`src/rtl/sprite_dispatcher_pkg.sv`:
```
// sprite_dispatcher_pkg
//   Shared definitions for the sprite dispatcher: FSM state encoding,
//   descriptor field offsets and bus widths.
//   Optional build macro: SPRITE_DISPATCH_CLEAR_EN adds the CLEAR state.
package sprite_dispatcher_pkg;

   typedef enum logic [2:0] {
      ST_IDLE,
      ST_RD_DESC,
      ST_WAIT_DESC,
      ST_RD_ROW1,
      ST_WAIT_ROW1,
      ST_ISSUE,
      ST_DONE
`ifdef SPRITE_DISPATCH_CLEAR_EN
      , ST_CLEAR
`endif
   } state_t;

   // Descriptor layout: [23:16] tex_base, [15:8] z, [7:4] start_x, [3:0] reserved
   localparam int unsigned TEXBASE_MSB = 23;
   localparam int unsigned TEXBASE_LSB = 16;
   localparam int unsigned Z_MSB       = 15;
   localparam int unsigned Z_LSB       = 8;
   localparam int unsigned SX_MSB      = 7;
   localparam int unsigned SX_LSB      = 4;

   localparam int unsigned DESC_W = 24;
   localparam int unsigned ROW_W  = 128;
   localparam int unsigned TEX_W  = 256;

   // Transparent pixel value; interpreted by the processor array, not here.
   localparam logic [7:0] TRANSPARENT = 8'hFF;

endpackage

```
`src/rtl/sprite_dispatcher.sv`:
```
// sprite_dispatcher
//   Walks a z-sorted sprite descriptor list, fetches two 16-pixel texture
//   rows per sprite and broadcasts one beat per sprite to the processor array.
//   Optional build macro: SPRITE_DISPATCH_CLEAR_EN (leading clear-colour beat).
// Ports:
//   clk, reset_n               clock, synchronous active-low reset
//   i_start, i_sprite_count    frame start pulse and list length
//   o_busy, o_done             status / end-of-list pulse
//   o_desc_rd_en/addr, i_desc_data   descriptor memory (1-cycle read latency)
//   o_tex_rd_en/addr,  i_tex_data    texture memory (1-cycle read latency)
//   o_ena, o_texture_data, o_start_x, o_position_z   broadcast beat
module sprite_dispatcher
   import sprite_dispatcher_pkg::*;
#(
   parameter int unsigned TEX_ADDR_W  = 8,
   parameter int unsigned IDX_W       = 6,
   parameter logic [7:0]  CLEAR_COLOR = 8'h00
) (
   input  logic                  clk,
   input  logic                  reset_n,
   input  logic                  i_start,
   input  logic [IDX_W-1:0]      i_sprite_count,
   output logic                  o_busy,
   output logic                  o_done,
   output logic                  o_desc_rd_en,
   output logic [IDX_W-1:0]      o_desc_addr,
   input  logic [DESC_W-1:0]     i_desc_data,
   output logic                  o_tex_rd_en,
   output logic [TEX_ADDR_W-1:0] o_tex_addr,
   input  logic [ROW_W-1:0]      i_tex_data,
   output logic                  o_ena,
   output logic [TEX_W-1:0]      o_texture_data,
   output logic [3:0]            o_start_x,
   output logic [7:0]            o_position_z
);

   state_t                state, state_nxt;
   logic [IDX_W-1:0]      idx, idx_inc, count_q;
   logic [TEX_ADDR_W-1:0] tex_base_q;
   logic [7:0]            z_q;
   logic [3:0]            sx_q;
   logic [ROW_W-1:0]      row0_q;

   // Reserved descriptor bits are intentionally ignored.
   logic desc_rsvd_unused;
   assign desc_rsvd_unused = ^i_desc_data[SX_LSB-1:0];

`ifndef SPRITE_DISPATCH_CLEAR_EN
   logic [7:0] clear_color_unused;
   assign clear_color_unused = CLEAR_COLOR;
`endif

   assign idx_inc = idx + IDX_W'(1);

   // State register
   always_ff @(posedge clk) begin
      if (!reset_n) state <= ST_IDLE;
      else          state <= state_nxt;
   end

   // Next-state logic
   always_comb begin
      state_nxt = state;
      case (state)
         ST_IDLE: begin
            if (i_start) begin
`ifdef SPRITE_DISPATCH_CLEAR_EN
               state_nxt = ST_CLEAR;
`else
               state_nxt = (i_sprite_count == '0) ? ST_DONE : ST_RD_DESC;
`endif
            end
         end
`ifdef SPRITE_DISPATCH_CLEAR_EN
         ST_CLEAR:     state_nxt = (count_q == '0) ? ST_DONE : ST_RD_DESC;
`endif
         ST_RD_DESC:   state_nxt = ST_WAIT_DESC;
         ST_WAIT_DESC: state_nxt = ST_RD_ROW1;
         ST_RD_ROW1:   state_nxt = ST_WAIT_ROW1;
         ST_WAIT_ROW1: state_nxt = ST_ISSUE;
         ST_ISSUE:     state_nxt = (idx_inc == count_q) ? ST_DONE : ST_RD_DESC;
         ST_DONE:      state_nxt = ST_IDLE;
         default:      state_nxt = ST_IDLE;
      endcase
   end

   // Output logic (strobes and addresses are Moore outputs of the state)
   always_comb begin
      o_busy       = (state != ST_IDLE);
      o_done       = 1'b0;
      o_ena        = 1'b0;
      o_desc_rd_en = 1'b0;
      o_desc_addr  = '0;
      o_tex_rd_en  = 1'b0;
      o_tex_addr   = '0;
      case (state)
         ST_RD_DESC: begin
            o_desc_rd_en = 1'b1;
            o_desc_addr  = idx;
         end
         ST_WAIT_DESC: begin
            // Row 0 read is issued straight from the descriptor arriving now.
            o_tex_rd_en = 1'b1;
            o_tex_addr  = TEX_ADDR_W'(i_desc_data[TEXBASE_MSB:TEXBASE_LSB]);
         end
         ST_RD_ROW1: begin
            o_tex_rd_en = 1'b1;
            o_tex_addr  = tex_base_q + TEX_ADDR_W'(1);
         end
`ifdef SPRITE_DISPATCH_CLEAR_EN
         ST_CLEAR: o_ena = 1'b1;
`endif
         ST_ISSUE: o_ena  = 1'b1;
         ST_DONE:  o_done = 1'b1;
         default: ;
      endcase
   end

   // Datapath: descriptor latch, row assembly and registered broadcast beat
   always_ff @(posedge clk) begin
      if (!reset_n) begin
         idx            <= '0;
         count_q        <= '0;
         tex_base_q     <= '0;
         z_q            <= '0;
         sx_q           <= '0;
         row0_q         <= '0;
         o_texture_data <= '0;
         o_start_x      <= '0;
         o_position_z   <= '0;
      end else begin
         case (state)
            ST_IDLE: begin
               if (i_start) begin
                  count_q <= i_sprite_count;
                  idx     <= '0;
`ifdef SPRITE_DISPATCH_CLEAR_EN
                  o_texture_data <= {(TEX_W/8){CLEAR_COLOR}};
                  o_start_x      <= '0;
                  o_position_z   <= '0;
`endif
               end
            end
            ST_WAIT_DESC: begin
               tex_base_q <= TEX_ADDR_W'(i_desc_data[TEXBASE_MSB:TEXBASE_LSB]);
               z_q        <= i_desc_data[Z_MSB:Z_LSB];
               sx_q       <= i_desc_data[SX_MSB:SX_LSB];
            end
            ST_RD_ROW1: row0_q <= i_tex_data;
            ST_WAIT_ROW1: begin
               // Row 1 goes straight into the beat so it is valid during ISSUE.
               o_texture_data <= {i_tex_data, row0_q};
               o_start_x      <= sx_q;
               o_position_z   <= z_q;
            end
            ST_ISSUE: idx <= idx_inc;
            default: ;
         endcase
      end
   end

endmodule

```
`config.mk`:
```
export PLATFORM = sky130hd
export DESIGN_NAME = sprite_dispatcher
export DESIGN_NICKNAME = d
export VERILOG_FILES = /design/src/rtl/sprite_dispatcher_pkg.sv /design/src/rtl/sprite_dispatcher.sv
export SDC_FILE = /design/constraint.sdc
export NUM_CORES = 1
export LEC_CHECK = 0
export BUFFER_PORTS_ARGS = -buffer_cell sky130_fd_sc_hd__buf_4
export CAP_MARGIN = 20
export CORE_AREA = 4 4 238 240
export DETAILED_ROUTE_END_ITERATION = 7
export DIE_AREA = 0 0 242 244
export GPL_ROUTABILITY_DRIVEN = 0
export GPL_TIMING_DRIVEN = 0
export PLACE_DENSITY = 0.6
export SLEW_MARGIN = 20
export SYNTH_ARGS = -nofsm -noshare
export SYNTH_HDL_FRONTEND = slang
export SYNTH_SLANG_ARGS = --single-unit
```
`constraint.sdc`:
```
create_clock -name clk -period 2.51 [get_ports clk]
set_clock_uncertainty 0.2 [all_clocks]
set_input_delay 0.502 -clock clk [delete_from_list [all_inputs] [get_ports clk]]
set_output_delay 0.502 -clock clk [all_outputs]
set_load 0.1 [all_outputs]
```
==> impl_metrics.json <==
{
  "cellLeakagePower_nw": 9.278,
  "slew_violations": 0,
  "async_flop_share_pct": 0,
  "syn-num-nets": 2116,
  "timing.critical_path.from_type": "register",
  "vias": 15418,
  "floorplan.die.height_um": 244,
  "placement.setup.worst_slack_ns": -0.2304,
  "synth_seq_cells": 431,
  "placedCellCount": 3099,
  "number_of_flops_mapped_to_enable_cells_by_yosys": 0,
  "path_clk_slew_ns": 0.06,
  "critical_path_peak_fanout": 4,
  "yosys-top-cells-area": "sky130_fd_sc_hd__dfxtp_1, sky130_fd_sc_hd__nand2_1, sky130_fd_sc_hd__a21boi_0, sky130_fd_sc_hd__a21boi_1, sky130_fd_sc_hd__clkbuf_1",
  "fmax_mhz": 378.8,
  "final_critical_path_setup_slack_ns": -0.1300,
  "final_antenna_net_count": 0,
  "powerDensity_nw_per_um2": 676.6,
  "yosys_warnings": 0,
  "worstMarginPinSlew_ns": 0.9233,
  "wp_data_required_ns": 1.81,
  "sequential_cell_area_um2": 8640,
  "standard_cell_rows": 86,
  "avgRoutedWirePerCell_um": 17.49,
  "critPathCaptureType": "output port",
  "hold_path.class": "primary input to register",
  "pin_count_of_the_biggest_net_entering_global_routing": 14,
  "clk_path_buf_depth": 3,
  "flow.area_growth_from_synthesis_pct": 48.41,
  "hold_violations": 0,
  "cts_buffers": 49,
  "io_pins": 448,
  "grt_setup_unrepaired": "yes",
  "ir_worst_vdd_mv": 0.5118,
  "root_buffer": "sky130_fd_sc_hd__clkbuf_16",
  "maxCapViolations": 0,
  "initial_core_util_pct": 29.78,
  "routed_wl_um": 58710,
  "h-tree-depth": 2,
  "final_cell_count_no_fill": 3356,
  "synth_top_cell_by_area": "sky130_fd_sc_hd__dfxtp_1",
  "global_route.overflow_total": 0,
  "grt_pass1_vias": 15666,
  "post_drt_via_cell_ratio": 4.594,
  "critical_path_class": "register to output port",
  "die_w_um": 242,
  "num-nets-final": 2775,
  "slew_headroom_pct": 38.45,
  "route.detailed.drc": 0,
  "clock_insertion_delay_worst_skew_ns": 0.57,
  "post-route-period-util_pct": 105.2,
  "dr.first_iter.drc_count": 595,
  "tritoncts_clock_tree": "yes",
  "most_used_flip_flop_cell_after_synthesis": "sky130_fd_sc_hd__dfxtp_1",
  "utilization_pct": 44.20,
  "grt_first_pass_wirelength_um": 89560,
  "layout.filler_cells": 5333,
  "yosysMostFrequentCell": "sky130_fd_sc_hd__nand2_1",
  "status": "finished, violations left",
  "grt_antenna_before_repair": 5,
  "finalPower_mw": 16.35,
  "final_layout_size_suffix_gt1_share_pct": 23.70,
  "yosysTopAreaCellShare_pct": 53.00,
  "finalCriticalPeriod_ns": 2.640,
  "synth.avg_cell_area_um2": 8.336,
  "drt_pass1_iterations": 5,
  "post_synth_most_frequent_cells": "sky130_fd_sc_hd__nand2_1, sky130_fd_sc_hd__dfxtp_1, sky130_fd_sc_hd__a21boi_0, sky130_fd_sc_hd__a21boi_1, sky130_fd_sc_hd__clkbuf_1",
  "failed_checks": "negative setup slack",
  "multi_input_logic_area_um2": 7222,
  "overall_track_demand_over_capacity_in_global_routing_pct": 19.08,
  "syn-instance-count": 1953,
  "cts.sinks": 431,
  "synth_cell_types": 39,
  "io_buffers": 442,
  "setup_viol_count_final": 4,
  "die_outline_area_um2": 59050,
  "netlist_area_um2": 16280,
  "post-dp-hpwl_um": 43280,
  "synth_seq_area_share_pct": 53.00,
  "critical_path_arrival_ns": 1.94,
  "core-area_um2": 54660
}
==> final timing paths <==
check                 start                  to  slack, ns  depth (start not counted)
max           tex_base_q[1]       o_tex_addr[6]      -0.13                          6
min          i_desc_data[4]             sx_q[0]       0.04                          3
min reg2reg      row0_q[26]  o_texture_data[26]       0.24                          2
max reg2reg        state[1]  o_texture_data[23]       0.20                          7
==> where the power goes <==
part / leakage, nW / total, mW / internal [mW] / switching, mW
logic: 5.02 / 2.28 / 0.824 / 1.45
clock network: 0.776 / 6.95 / 3.97 / 2.97
registers: 3.48 / 7.12 / 7.02 / 0.106
==> cells in the final DEF, fill, tap and decap left out, types with 7 or more instances in the layout <==
master and instances:
sky130_fd_sc_hd__nor3_1 7, sky130_fd_sc_hd__dfxtp_1 426, sky130_fd_sc_hd__clkbuf_8 14, sky130_fd_sc_hd__nor2_1 10, sky130_fd_sc_hd__nor2b_1 9, sky130_fd_sc_hd__a21boi_1 99, sky130_fd_sc_hd__nand2_1 848, sky130_fd_sc_hd__a21boi_0 320
sky130_fd_sc_hd__buf_12 12, sky130_fd_sc_hd__buf_4 437, sky130_fd_sc_hd__dlygate4sd3_1 153, sky130_fd_sc_hd__clkbuf_16 50, sky130_fd_sc_hd__mux2i_1 7, sky130_fd_sc_hd__clkbuf_1 90, sky130_fd_sc_hd__clkbuf_2 13, sky130_fd_sc_hd__clkinv_2 10
sky130_fd_sc_hd__buf_2 36
==> what timing repair did <==
item,in CTS,in global routing
setup endpoints to repair,141,109
pin swaps,7,5
hold buffers,153,0
buffers inserted,7,5
gates resized for setup,57,60
hold endpoints to repair,274,0
cloned,0,1
==> cells by family after synthesis <==
family	Yosys count	share of synthesized area, %
AND/OR/NAND/NOR	909	21.67
multiplexers	7	0.4304
buffers and inverters	150	3.774
XOR/XNOR	13	0.6994
AO/OA/AOI/OAI	441	20.27
adder cells (fa/ha/maj)	2	0.1537
flip-flops	431	53.00
==> layer usage <==
metal	wire length, um	track usage, %	up-vias
li1	-	-	7641
met2	28620	33.62	416
met1	24110	22.28	7237
met3	3851	5.077	124
met4	2125	7.120	0
met5	0	0	-
==> cell type report <==
class / instances / share of cell area (%)
clock inverters: 19 / 0.5697
diodes: 2 / 0.02072
inverters: 3 / 0.06215
multi-input cells: 1372 / 29.89
flip-flops and latches: 431 / 35.76
well taps: 704 / 3.646
repair buffers: 608 / 21.33
plain buffers: 147 / 2.823
clock buffers: 70 / 5.899
==> stage by stage <==
| stage | setup TNS [ns] | hold WS (ns) | instance area (um^2) |
|---|---|---|---|
| CTS | -0.6737 | 0.001286 | 23910 |
| global placement | -103.13 | 0.2344 | 20560 |
| floorplan | -0.9007 | 0.2310 | 16360 |
| detailed placement | -34.28 | 0.2451 | 20560 |
| global route | -0.9224 | 0.01076 | 24160 |
| finish | -0.3932 | 0.04315 | 24160 |
==> state kept, by name (all words and copies together), names as in the netlist <==
name / flops
state: 3
o_start_x: 4
idx: 6
o_position_z: 8
sx_q: 4
z_q: 8
row0_q: 128
tex_base_q: 8
count_q: 6
o_texture_data: 256
==> critical path, stage by stage (launching register included) <==
cell	delay, ns
sky130_fd_sc_hd__dfxtp_4	0.36
sky130_fd_sc_hd__ha_2	0.21
sky130_fd_sc_hd__nand3_2	0.11
sky130_fd_sc_hd__nor2_2	0.11
sky130_fd_sc_hd__xnor2_1	0.09
sky130_fd_sc_hd__a211oi_2	0.22
sky130_fd_sc_hd__buf_6	0.26
Power figures use the tool's default switching activity.
